[src/rtl/piano_pkg.sv]
// Shared note codes, ROM entry layout and sequencer state encoding.
package piano_pkg;

  localparam int unsigned CODE_W  = 4;
  localparam int unsigned DUR_W   = 3;
  localparam int unsigned ENTRY_W = CODE_W + DUR_W;
  localparam int unsigned NOTE_N  = 8;

  localparam logic [CODE_W-1:0] NOTE_C4   = 4'd0;
  localparam logic [CODE_W-1:0] NOTE_D4   = 4'd1;
  localparam logic [CODE_W-1:0] NOTE_E4   = 4'd2;
  localparam logic [CODE_W-1:0] NOTE_F4   = 4'd3;
  localparam logic [CODE_W-1:0] NOTE_G4   = 4'd4;
  localparam logic [CODE_W-1:0] NOTE_A4   = 4'd5;
  localparam logic [CODE_W-1:0] NOTE_B4   = 4'd6;
  localparam logic [CODE_W-1:0] NOTE_C5   = 4'd7;
  localparam logic [CODE_W-1:0] NOTE_REST = 4'd8;
  localparam logic [CODE_W-1:0] NOTE_END  = 4'd15;

  typedef struct packed {
    logic [CODE_W-1:0] code;
    logic [DUR_W-1:0]  dur;
  } rom_entry_t;

  typedef enum logic [2:0] {
    ST_IDLE      = 3'd0,
    ST_WAIT_BEAT = 3'd1,
    ST_FETCH     = 3'd2,
    ST_SOUND     = 3'd3,
    ST_GAP       = 3'd4,
    ST_FINISH    = 3'd5
  } seq_state_e;

  // A zero duration still lasts one eighth beat.
  function automatic logic [DUR_W-1:0] note_beats(input logic [DUR_W-1:0] dur);
    return (dur == '0) ? DUR_W'(1) : dur;
  endfunction

endpackage

[src/rtl/melody_rom.sv]
// Combinational melody table; a flat image parameter can replace the built-in song.
module melody_rom
  import piano_pkg::*;
#(
  parameter int unsigned                   SONG_LEN  = 32,
  parameter int unsigned                   ADDR_W    = 5,
  parameter bit                            USE_IMAGE = 1'b0,
  parameter logic [SONG_LEN*ENTRY_W-1:0]   ROM_IMAGE = '0
) (
  input  logic [ADDR_W-1:0]  i_addr,
  output logic [ENTRY_W-1:0] o_data_c
);

  if (USE_IMAGE) begin : g_image
    logic [ENTRY_W-1:0] w_image [SONG_LEN];

    for (genvar g = 0; g < SONG_LEN; g++) begin : g_entry
      assign w_image[g] = ROM_IMAGE[g*ENTRY_W +: ENTRY_W];
    end

    assign o_data_c = w_image[i_addr];
  end else begin : g_table
    // Built-in tune: twinkle-style phrase, rests, closing C5 and end marker.
    always_comb begin
      o_data_c = {NOTE_END, 3'd0};
      case (32'(i_addr))
        0:  o_data_c = {NOTE_C4,   3'd1};
        1:  o_data_c = {NOTE_C4,   3'd1};
        2:  o_data_c = {NOTE_G4,   3'd1};
        3:  o_data_c = {NOTE_G4,   3'd1};
        4:  o_data_c = {NOTE_A4,   3'd1};
        5:  o_data_c = {NOTE_A4,   3'd1};
        6:  o_data_c = {NOTE_G4,   3'd2};
        7:  o_data_c = {NOTE_F4,   3'd1};
        8:  o_data_c = {NOTE_F4,   3'd1};
        9:  o_data_c = {NOTE_E4,   3'd1};
        10: o_data_c = {NOTE_E4,   3'd1};
        11: o_data_c = {NOTE_D4,   3'd1};
        12: o_data_c = {NOTE_D4,   3'd1};
        13: o_data_c = {NOTE_C4,   3'd2};
        14: o_data_c = {NOTE_REST, 3'd1};
        15: o_data_c = {NOTE_G4,   3'd1};
        16: o_data_c = {NOTE_G4,   3'd1};
        17: o_data_c = {NOTE_F4,   3'd1};
        18: o_data_c = {NOTE_F4,   3'd1};
        19: o_data_c = {NOTE_E4,   3'd1};
        20: o_data_c = {NOTE_E4,   3'd1};
        21: o_data_c = {NOTE_D4,   3'd2};
        22: o_data_c = {NOTE_G4,   3'd1};
        23: o_data_c = {NOTE_G4,   3'd1};
        24: o_data_c = {NOTE_F4,   3'd1};
        25: o_data_c = {NOTE_F4,   3'd1};
        26: o_data_c = {NOTE_E4,   3'd1};
        27: o_data_c = {NOTE_E4,   3'd1};
        28: o_data_c = {NOTE_D4,   3'd2};
        29: o_data_c = {NOTE_C5,   3'd2};
        30: o_data_c = {NOTE_REST, 3'd2};
        31: o_data_c = {NOTE_END,  3'd0};
        default: o_data_c = {NOTE_END, 3'd0};
      endcase
    end
  end

endmodule

[src/rtl/note_sequencer.sv]
// Speaker source selector: manual keys in IDLE, beat-aligned melody autoplay otherwise.
module note_sequencer
  import piano_pkg::*;
#(
  parameter int unsigned                 SONG_LEN   = 32,
  parameter int unsigned                 ADDR_W     = 5,
  parameter int unsigned                 GAP_CYCLES = 16,
  parameter bit                          USE_IMAGE  = 1'b0,
  parameter logic [SONG_LEN*ENTRY_W-1:0] ROM_IMAGE  = '0
) (
  input  logic              i_clk,
  input  logic              i_reset_n,
  input  logic [NOTE_N-1:0] i_note_clks,
  input  logic              i_eighth_beat,
  input  logic [NOTE_N-1:0] i_keys,
  input  logic              i_play,
  input  logic              i_stop,
  input  logic              i_loop,
  output logic              o_speaker,
  output logic [CODE_W-1:0] o_note_idx,
  output logic              o_busy,
  output logic              o_song_done
);

  localparam int unsigned GAP_W = (GAP_CYCLES < 1) ? 1 : $clog2(GAP_CYCLES + 1);
  localparam logic [ADDR_W-1:0] LAST_ADDR = ADDR_W'(SONG_LEN - 1);

  seq_state_e         r_state;
  logic [ADDR_W-1:0]  r_addr;
  logic [CODE_W-1:0]  r_cur_code;
  logic [DUR_W-1:0]   r_remaining;
  logic [GAP_W-1:0]   r_gap;
  logic               r_beat_q;
  logic               r_play_q;
  logic               r_busy;
  logic               r_done;
  logic               r_speaker;
  logic [CODE_W-1:0]  r_note_idx;

  logic [ENTRY_W-1:0] w_rom_data;
  rom_entry_t         w_entry;
  logic               w_beat_tick;
  logic               w_play_rise;
  logic [CODE_W-1:0]  w_key_code;
  logic [CODE_W-1:0]  w_sound_code;

  melody_rom #(
    .SONG_LEN  (SONG_LEN),
    .ADDR_W    (ADDR_W),
    .USE_IMAGE (USE_IMAGE),
    .ROM_IMAGE (ROM_IMAGE)
  ) u_rom (
    .i_addr   (r_addr),
    .o_data_c (w_rom_data)
  );

  assign w_entry     = rom_entry_t'(w_rom_data);
  assign w_beat_tick = i_eighth_beat & ~r_beat_q;
  assign w_play_rise = i_play & ~r_play_q;

  // Previous-cycle copies of the beat and PLAY levels for rising-edge detection.
  always_ff @(posedge i_clk or negedge i_reset_n) begin
    if (!i_reset_n) begin
      r_beat_q <= 1'b0;
      r_play_q <= 1'b0;
    end else begin
      r_beat_q <= i_eighth_beat;
      r_play_q <= i_play;
    end
  end

  // Manual key priority: lowest set bit wins, no key means rest.
  always_comb begin
    w_key_code = NOTE_REST;
    for (int i = NOTE_N - 1; i >= 0; i--) begin
      if (i_keys[i]) w_key_code = CODE_W'(i);
    end
  end

  // Code that should sound now; only SOUND with a real note or IDLE keys are audible.
  always_comb begin
    w_sound_code = NOTE_REST;
    if (r_state == ST_IDLE) begin
      w_sound_code = w_key_code;
    end else if (r_state == ST_SOUND && !r_cur_code[CODE_W-1]) begin
      w_sound_code = r_cur_code;
    end
  end

  // Autoplay sequencer; STOP overrides every busy state.
  always_ff @(posedge i_clk or negedge i_reset_n) begin
    if (!i_reset_n) begin
      r_state     <= ST_IDLE;
      r_addr      <= '0;
      r_cur_code  <= NOTE_REST;
      r_remaining <= '0;
      r_gap       <= '0;
      r_busy      <= 1'b0;
      r_done      <= 1'b0;
    end else begin
      r_done <= 1'b0;
      if (r_state != ST_IDLE && i_stop) begin
        r_state <= ST_IDLE;
        r_addr  <= '0;
        r_busy  <= 1'b0;
      end else begin
        case (r_state)
          ST_IDLE: begin
            if (w_play_rise) begin
              r_addr  <= '0;
              r_state <= ST_WAIT_BEAT;
              r_busy  <= 1'b1;
            end
          end
          ST_WAIT_BEAT: begin
            if (w_beat_tick) r_state <= ST_FETCH;
          end
          ST_FETCH: begin
            if (w_entry.code == NOTE_END) begin
              if (i_loop) begin
                r_addr <= '0;
              end else begin
                r_state <= ST_FINISH;
                r_done  <= 1'b1;
              end
            end else begin
              r_cur_code  <= w_entry.code;
              r_remaining <= note_beats(w_entry.dur);
              r_state     <= ST_SOUND;
            end
          end
          ST_SOUND: begin
            if (w_beat_tick) begin
              if (r_remaining <= DUR_W'(1)) begin
                r_gap   <= GAP_W'(GAP_CYCLES);
                r_state <= ST_GAP;
              end else begin
                r_remaining <= r_remaining - 1'b1;
              end
            end
          end
          ST_GAP: begin
            if (r_gap <= GAP_W'(1)) begin
              if (r_addr == LAST_ADDR) begin
                if (i_loop) begin
                  r_addr  <= '0;
                  r_state <= ST_FETCH;
                end else begin
                  r_state <= ST_FINISH;
                  r_done  <= 1'b1;
                end
              end else begin
                r_addr  <= r_addr + 1'b1;
                r_state <= ST_FETCH;
              end
            end else begin
              r_gap <= r_gap - 1'b1;
            end
          end
          ST_FINISH: begin
            r_state <= ST_IDLE;
            r_busy  <= 1'b0;
          end
          default: begin
            r_state <= ST_IDLE;
            r_busy  <= 1'b0;
          end
        endcase
      end
    end
  end

  // Registered speaker drive and note index, one cycle behind the selection.
  always_ff @(posedge i_clk or negedge i_reset_n) begin
    if (!i_reset_n) begin
      r_speaker  <= 1'b0;
      r_note_idx <= NOTE_REST;
    end else begin
      r_speaker  <= ~w_sound_code[CODE_W-1] & i_note_clks[w_sound_code[2:0]];
      r_note_idx <= w_sound_code;
    end
  end

  assign o_speaker   = r_speaker;
  assign o_note_idx  = r_note_idx;
  assign o_busy      = r_busy;
  assign o_song_done = r_done;

endmodule

[config.mk]
export PLATFORM = sky130hd
export DESIGN_NAME = note_sequencer
export DESIGN_NICKNAME = d
export VERILOG_FILES = /design/src/rtl/piano_pkg.sv /design/src/rtl/melody_rom.sv /design/src/rtl/note_sequencer.sv
export SDC_FILE = /design/constraint.sdc
export NUM_CORES = 1
export LEC_CHECK = 0
export CAP_MARGIN = 10
export CORE_MARGIN = 3
export CORE_UTILIZATION = 50
export DETAILED_ROUTE_END_ITERATION = 8
export PLACE_DENSITY = 0.74
export SKIP_CTS_REPAIR_TIMING = 1
export SYNTH_ARGS = -nofsm -noshare
export SYNTH_HDL_FRONTEND = slang
export SYNTH_SLANG_ARGS = --single-unit
[constraint.sdc]
create_clock -name i_clk -period 2.79 [get_ports i_clk]
set_input_delay 0.558 -clock i_clk [delete_from_list [all_inputs] [get_ports i_clk]]
set_output_delay 0.558 -clock i_clk [all_outputs]
set_load 0.05 [all_outputs]
==> results_dict.tcl, run 1 <==
set metrics [dict create \
    drt-initial-drc-count 97 \
    first_pass_iters 4 \
    die_area_um2 5000 \
    syn_avg_cell_area_um2 9.19 \
    stdcell_area_um2 2550 \
    antenna_left 0 \
    pwr_density_cell_nw_per_um2 674 \
    synth_top_family_by_area "compound AO/OA/AOI/OAI gates" \
    die_w_um 70.7 \
    root_buffer "clkbuf_8" \
    design.portCount 29 \
    cts.sinks 29 \
    hold_viol 0 \
    synth_seq_cells 29 \
    nets 301 \
    h-tree-depth 2 \
    p_leak_nw 1.08 \
    dp_hpwl_mm 3.70 \
    slew_viol_final 0 \
    postSynthNetCount 264 \
    worstMarginPinSlew_ns 0.550 \
    die_y_um 70.7 \
    yosys.area.top_type "dfrtp_1" \
    gp_congestion 0.844 \
    worstPathArrival_ns 2.76 \
    grt_overflow 0 \
    synth_top_area_share_pct 32.2 \
    critPathMaxStageDelay_ns 0.50 \
    diodes 0 \
    drive_above_1_share_pct 11.7 \
    synth_cell_types 58 \
    core_area_um2 3850 \
    critPathLaunchType "flop" \
    vdd_ir_drop_max_uv 309 \
    start_util_pct 54.4 \
    placed_area_um2 2470 \
    min_path_type "reg2reg" \
    multi_input_area_um2 1280 \
    clk_latency_ns 0.28 \
    synth_edf_count 0 \
    cpMaxStageDelayCell "mux4_2" \
    synth_compound_area_share_pct 22.7 \
    drc 0 \
    area_growth_pct 21.9 \
    status "finished clean" \
    post-route-period-util_pct 93.0 \
    synth_flop_cell "dfrtp_1" \
    wl_per_cell_um 15.0 \
    clk_pin_slew_ns 0.06 \
    crit_type "reg2reg" \
    path_max_fanout 5 \
    yosysMostFrequentCell "dfrtp_1" \
    crit_path_frequent_cell "inv_1" \
    drt_wl_total_mm 4.72 \
    synth.yosys.warnings 0 \
    setup_viol 0 \
    critPathRequiredTime_ns 2.96 \
    async_flop_share_pct 100 \
    yosys.area_share.simple_pct 19.6 \
    io_buffers 28 \
    cts_buffers 5 \
    fmax_mhz 385 \
    yosysSeqAreaShare_pct 34.7 \
    synth_area_um2 2100 \
    synth_mux_area_share_pct 8.54 \
    grt_pass1_vias 1683 \
    rsz0062_at_grt "false" \
    drt-vias-per-instance 5.80 \
    synthAdderAreaFrac_pct 8.36 \
    dr_total_vias 1820 \
    register_area_um2 728 \
    endpoint_kind "flop" \
    max-cap-violations 0 \
    grt_usage_pct 20.2 \
    period_needed_ns 2.59 \
    cts_tree "done" \
    core.rowCount 22 \
    grt_pass1_wl_mm 8.16 \
    skew_ns 0.00702 \
    fillers 333 \
    grt_max_degree 30 \
    antenna_found_initial 0 \
    tns_ns 0 \
    clockBufferDepth 2 \
    syn_inst 228 \
    slew_headroom_pct 63.0 \
    synth_xor_area_share_pct 1.67 \
    ys_top_cells_by_count "dfrtp_1, nand2_1, nor2_1" \
    crit_chain "inv_1 -> ha_1 -> inv_1 -> mux4_2 -> o31ai_4 -> nand2_2 -> o211ai_1 -> mux2_2" \
    ys_top_cells_by_area "dfrtp_1, ha_1, nand2_1" \
]
report_power, final:
group	total [mW]	leakage, nW	switching (mW)	internal, mW
Clock	0.324	0.0450	0.152	0.172
Sequential	0.596	0.374	0.0688	0.527
Combinational	0.801	0.661	0.471	0.330
Total	1.72	1.08	0.692	1.03
registers in the layout (all words and copies together), names as in the netlist:
signal       flops
r_cur_code       4
r_play_q         1
o_song_done      1
r_addr           5
o_note_idx       4
o_busy           1
o_speaker        1
r_gap            5
r_remaining      3
r_beat_q         1
r_state          3
worst max-delay path: cells and delay by family (launching register included):
kind | cells | cell delay [ns]
AOI/OAI and AO/OA | 2 | 0.57
adders and majority gates | 1 | 0.35
buffers and inverters | 2 | 0.16
DFF | 1 | 0.44
muxes | 2 | 0.86
and+or+nand+nor | 1 | 0.11
path summary, 6_finish.rpt:
path	from	endpoint	slack (ns)	cells past startpoint
min reg2reg	o_busy	o_busy	0.51	2
max	r_addr[0]	r_state[1]	0.20	8
min in group asynchronous	i_reset_n	r_gap[1]	0.66	2
max in group asynchronous	i_reset_n	o_note_idx[3]	1.81	2
max reg2reg	r_addr[0]	r_state[1]	0.20	8
min	o_busy	o_busy	0.51	2
stage by stage:
| step | hold WS [ns] | total power, mW | setup slack [ns] | instances | util (%) |
|---|---|---|---|---|---|
| finish | 0.512 | 1.72 | 0.196 | 314 | 66.3 |
| global route | 0.542 | 1.86 | 0.0475 | 314 | 66.3 |
| CTS | 0.518 | 1.73 | 0.191 | 314 | 66.3 |
| detailed placement | 0.503 | 1.40 | 0.192 | 306 | 64.2 |
| global placement | 0.486 | 1.38 | 0.231 | 306 | 64.2 |
| floorplan | 0.262 | 1.17 | 0.303 | 228 | - |
layout by cell type (no fill, tap or decap), drive strengths merged, types with 10 or more instances in the layout:
cell,synthesis,layout
a21oi,10,10
inv,14,14
buf,2,10
nor2,19,19
o21ai,13,13
nand2,20,20
clkdlybuf4s50,0,28
ha,14,14
dfrtp,27,27
layer usage:
metal | GRT usage, % | vias to the layer above | part of all wire [%]
met3 | 3.84 | 5 | 5.1
met5 | 0 | - | 0
li1 | - | 915 | -
met2 | 31.5 | 40 | 48
met1 | 28.9 | 860 | 46
met4 | 5.22 | 0 | 1.1
layout make-up:
class | count | share of cell area, %
sequential | 29 | 28.5
clock inverter | 2 | 0.392
clock buffer | 6 | 2.84
timing repair buffer | 38 | 13.9
inverter | 14 | 2.06
tap | 48 | 2.35
multi-input combinational | 177 | 50.0
cell families (layout without fill, tap and decap cells):
kind of cell	after synthesis	after routing
adder cells (fa/ha/maj)	14	14
buffers and inverters	22	60
flip-flops	29	29
AO/OA/AOI/OAI	66	66
XOR/XNOR	4	4
AND/OR/NAND/NOR	80	80
multiplexers	13	13
Note: power is estimated with default switching activity, not from simulation.
==> run 2, diff against run 1 <==
--- a/config.mk
+++ b/config.mk
@@ -6,6 +6,7 @@
 export NUM_CORES = 1
 export LEC_CHECK = 0
 export CAP_MARGIN = 10
+export CORE_ASPECT_RATIO = 1.4
 export CORE_MARGIN = 3
 export CORE_UTILIZATION = 50
 export DETAILED_ROUTE_END_ITERATION = 8
==> run 2 against run 1 <==
  * Sequential share of layout area is 0.20 points higher
  * Worst hold slack worse by 0.012 ns
  * Via count is 0.22% higher
  * Final cell count is 2.5% lower
  * Die area is 0.22% higher
  * Core utilization is 2.6 points lower
  * Design area is 0.69% lower
  * First-iteration DRC count is 21% lower
  * Critical endpoint is now r_addr[0]
  * Sequential power hardly changed
  * Non-clock buffer count is 2 lower
  * Combinational power is 0.9% lower
  * Clock power is 6.8% higher
==> results_dict.tcl, run 2 (synthesized netlist as in run 1, its figures left out) <==
set metrics [dict create \
    reg2reg_depth 8 \
    min_path_cells 2 \
    crit_path_frequent_cell "inv_1" \
    cts_tree "done" \
    grt_pass1_vias 1748 \
    clockBufferDepth 2 \
    core.rowCount 27 \
    root_buffer "clkbuf_8" \
    pwr-share-clk_pct 20.0 \
    nets 299 \
    dr_total_vias 1824 \
    worstPathArrival_ns 2.74 \
    critPathLaunchType "flop" \
    fmax_mhz 388 \
    skew_ns 0.00320 \
    cts_buffers 5 \
    p_leak_nw 1.07 \
    antenna_left 0 \
    die_y_um 82.6 \
    antenna_found_initial 0 \
    final_util_pct 63.7 \
    drt-vias-per-instance 5.96 \
    crit_chain "inv_1 -> ha_1 -> inv_1 -> mux4_2 -> o31ai_4 -> a311o_1 -> nand3_1 -> mux2_2" \
    drc 0 \
    path_max_fanout 7 \
    grt_usage_pct 20.8 \
    critPathMaxStageDelay_ns 0.50 \
    hp-start "o_busy" \
    tns_ns 0 \
    p_sw_mw 0.683 \
    setup_viol 0 \
    wl_per_cell_um 15.5 \
    layout_common_cells "clkdlybuf4s50_1, dfrtp_1, nor2_1, nand2_1" \
    grt_pass1_wl_mm 7.87 \
    hold_viol 0 \
    placed_area_um2 2450 \
    diodes 0 \
    grt_max_degree 30 \
    drt_wl_total_mm 4.73 \
    timing.critical_path.buf_inv 2 \
    p_seq_share_pct 34.3 \
    slew_viol_final 0 \
    vdd_ir_drop_max_uv 273 \
    core_area_um2 3990 \
    clk_latency_ns 0.28 \
    die_w_um 60.7 \
    grt_overflow 0 \
    min_path_type "reg2reg" \
    gp_congestion 0.878 \
    io_buffers 28 \
    reg_top3 "r_addr (5), r_gap (5)" \
    final_common_cell "clkdlybuf4s50_1" \
    endpoint_kind "flop" \
    max-cap-violations 0 \
    drive_above_1_share_pct 10.6 \
    dp_hpwl_mm 3.72 \
    start_util_pct 52.6 \
    first_pass_iters 4 \
    rsz0062_at_grt "false" \
    cts.sinks 29 \
    design.portCount 29 \
    crit_family "multiplexers" \
    period_needed_ns 2.58 \
    die_area_um2 5020 \
    p_comb_share_pct 45.8 \
    p_sw_share_pct 39.4 \
    cpMaxStageDelayCell "mux4_2" \
    drt-initial-drc-count 77 \
    reg2reg_from "r_addr[0]" \
    critPathRequiredTime_ns 2.95 \
    internal-power_mw 1.05 \
    h-tree-depth 2 \
    slew_headroom_pct 63.2 \
    hold_end "o_busy" \
    post-route-period-util_pct 92.3 \
    area_growth_pct 21.1 \
    pwr_density_cell_nw_per_um2 684 \
    status "finished clean" \
    crit_type "reg2reg" \
    clk_pin_slew_ns 0.06 \
    reg2reg_to "r_addr[0]" \
    stdcell_area_um2 2540 \
    reg2reg_slack_ns 0.21 \
    worstMarginPinSlew_ns 0.548 \
]
[run 2: power groups by stage]
stage	clock network, mW	logic, mW	registers, mW
2_1_floorplan	0	0.478	0.696
3_3_place_gp	0	0.786	0.602
4_1_cts	0.353	0.800	0.597
5_1_grt	0.385	0.889	0.614
3_5_place_dp	0	0.796	0.605
6_report	0.346	0.794	0.595
[run 2: metrics by stage]
stage / total power [mW] / setup slack [ns] / instances / hold slack [ns]
after global placement: 1.39 / 0.219 / 299 / 0.494
after detailed placement: 1.40 / 0.152 / 299 / 0.500
after CTS: 1.75 / 0.142 / 306 / 0.513
after global routing: 1.89 / 0.0578 / 306 / 0.536
after floorplan: 1.17 / 0.303 / 228 / 0.262
final: 1.74 / 0.214 / 306 / 0.500
[run 2: worst max path at each step]
stage	start	endpoint	slack, ns	depth (start not counted)
floorplan	r_addr[1]	r_state[1]	0.30	8
global placement	r_addr[0]	r_state[1]	0.22	8
detailed placement	r_addr[0]	r_state[1]	0.15	8
CTS	r_addr[0]	r_state[1]	0.14	8
global route	r_addr[0]	r_state[1]	0.06	8
finish	r_addr[0]	r_addr[0]	0.21	8
[run 2: layout make-up]
cell class,count,area [µm²]
Sequential cell,29,728
Clock buffer,7,86.3
Timing Repair Buffer,36,340
Inverter,14,52.6
Tap cell,43,53.8
Multi-Input combinational cell,177,1280
Fill cell,351,1450
[run 2: worst register-to-register path: cells and delay by family (launching register included)]
family,cells,cell delay [ns]
mux,2,0.81
compound gates,2,0.48
flops,1,0.41
fa+ha+maj,1,0.38
buf+inv,2,0.21
simple gates,1,0.17
[run 2: layer usage]
layer	global-route usage (%)	wire (µm)
met2	36.5	2460
met3	3.89	160
met1	24.5	2050
met4	8.24	65
met5	0	0
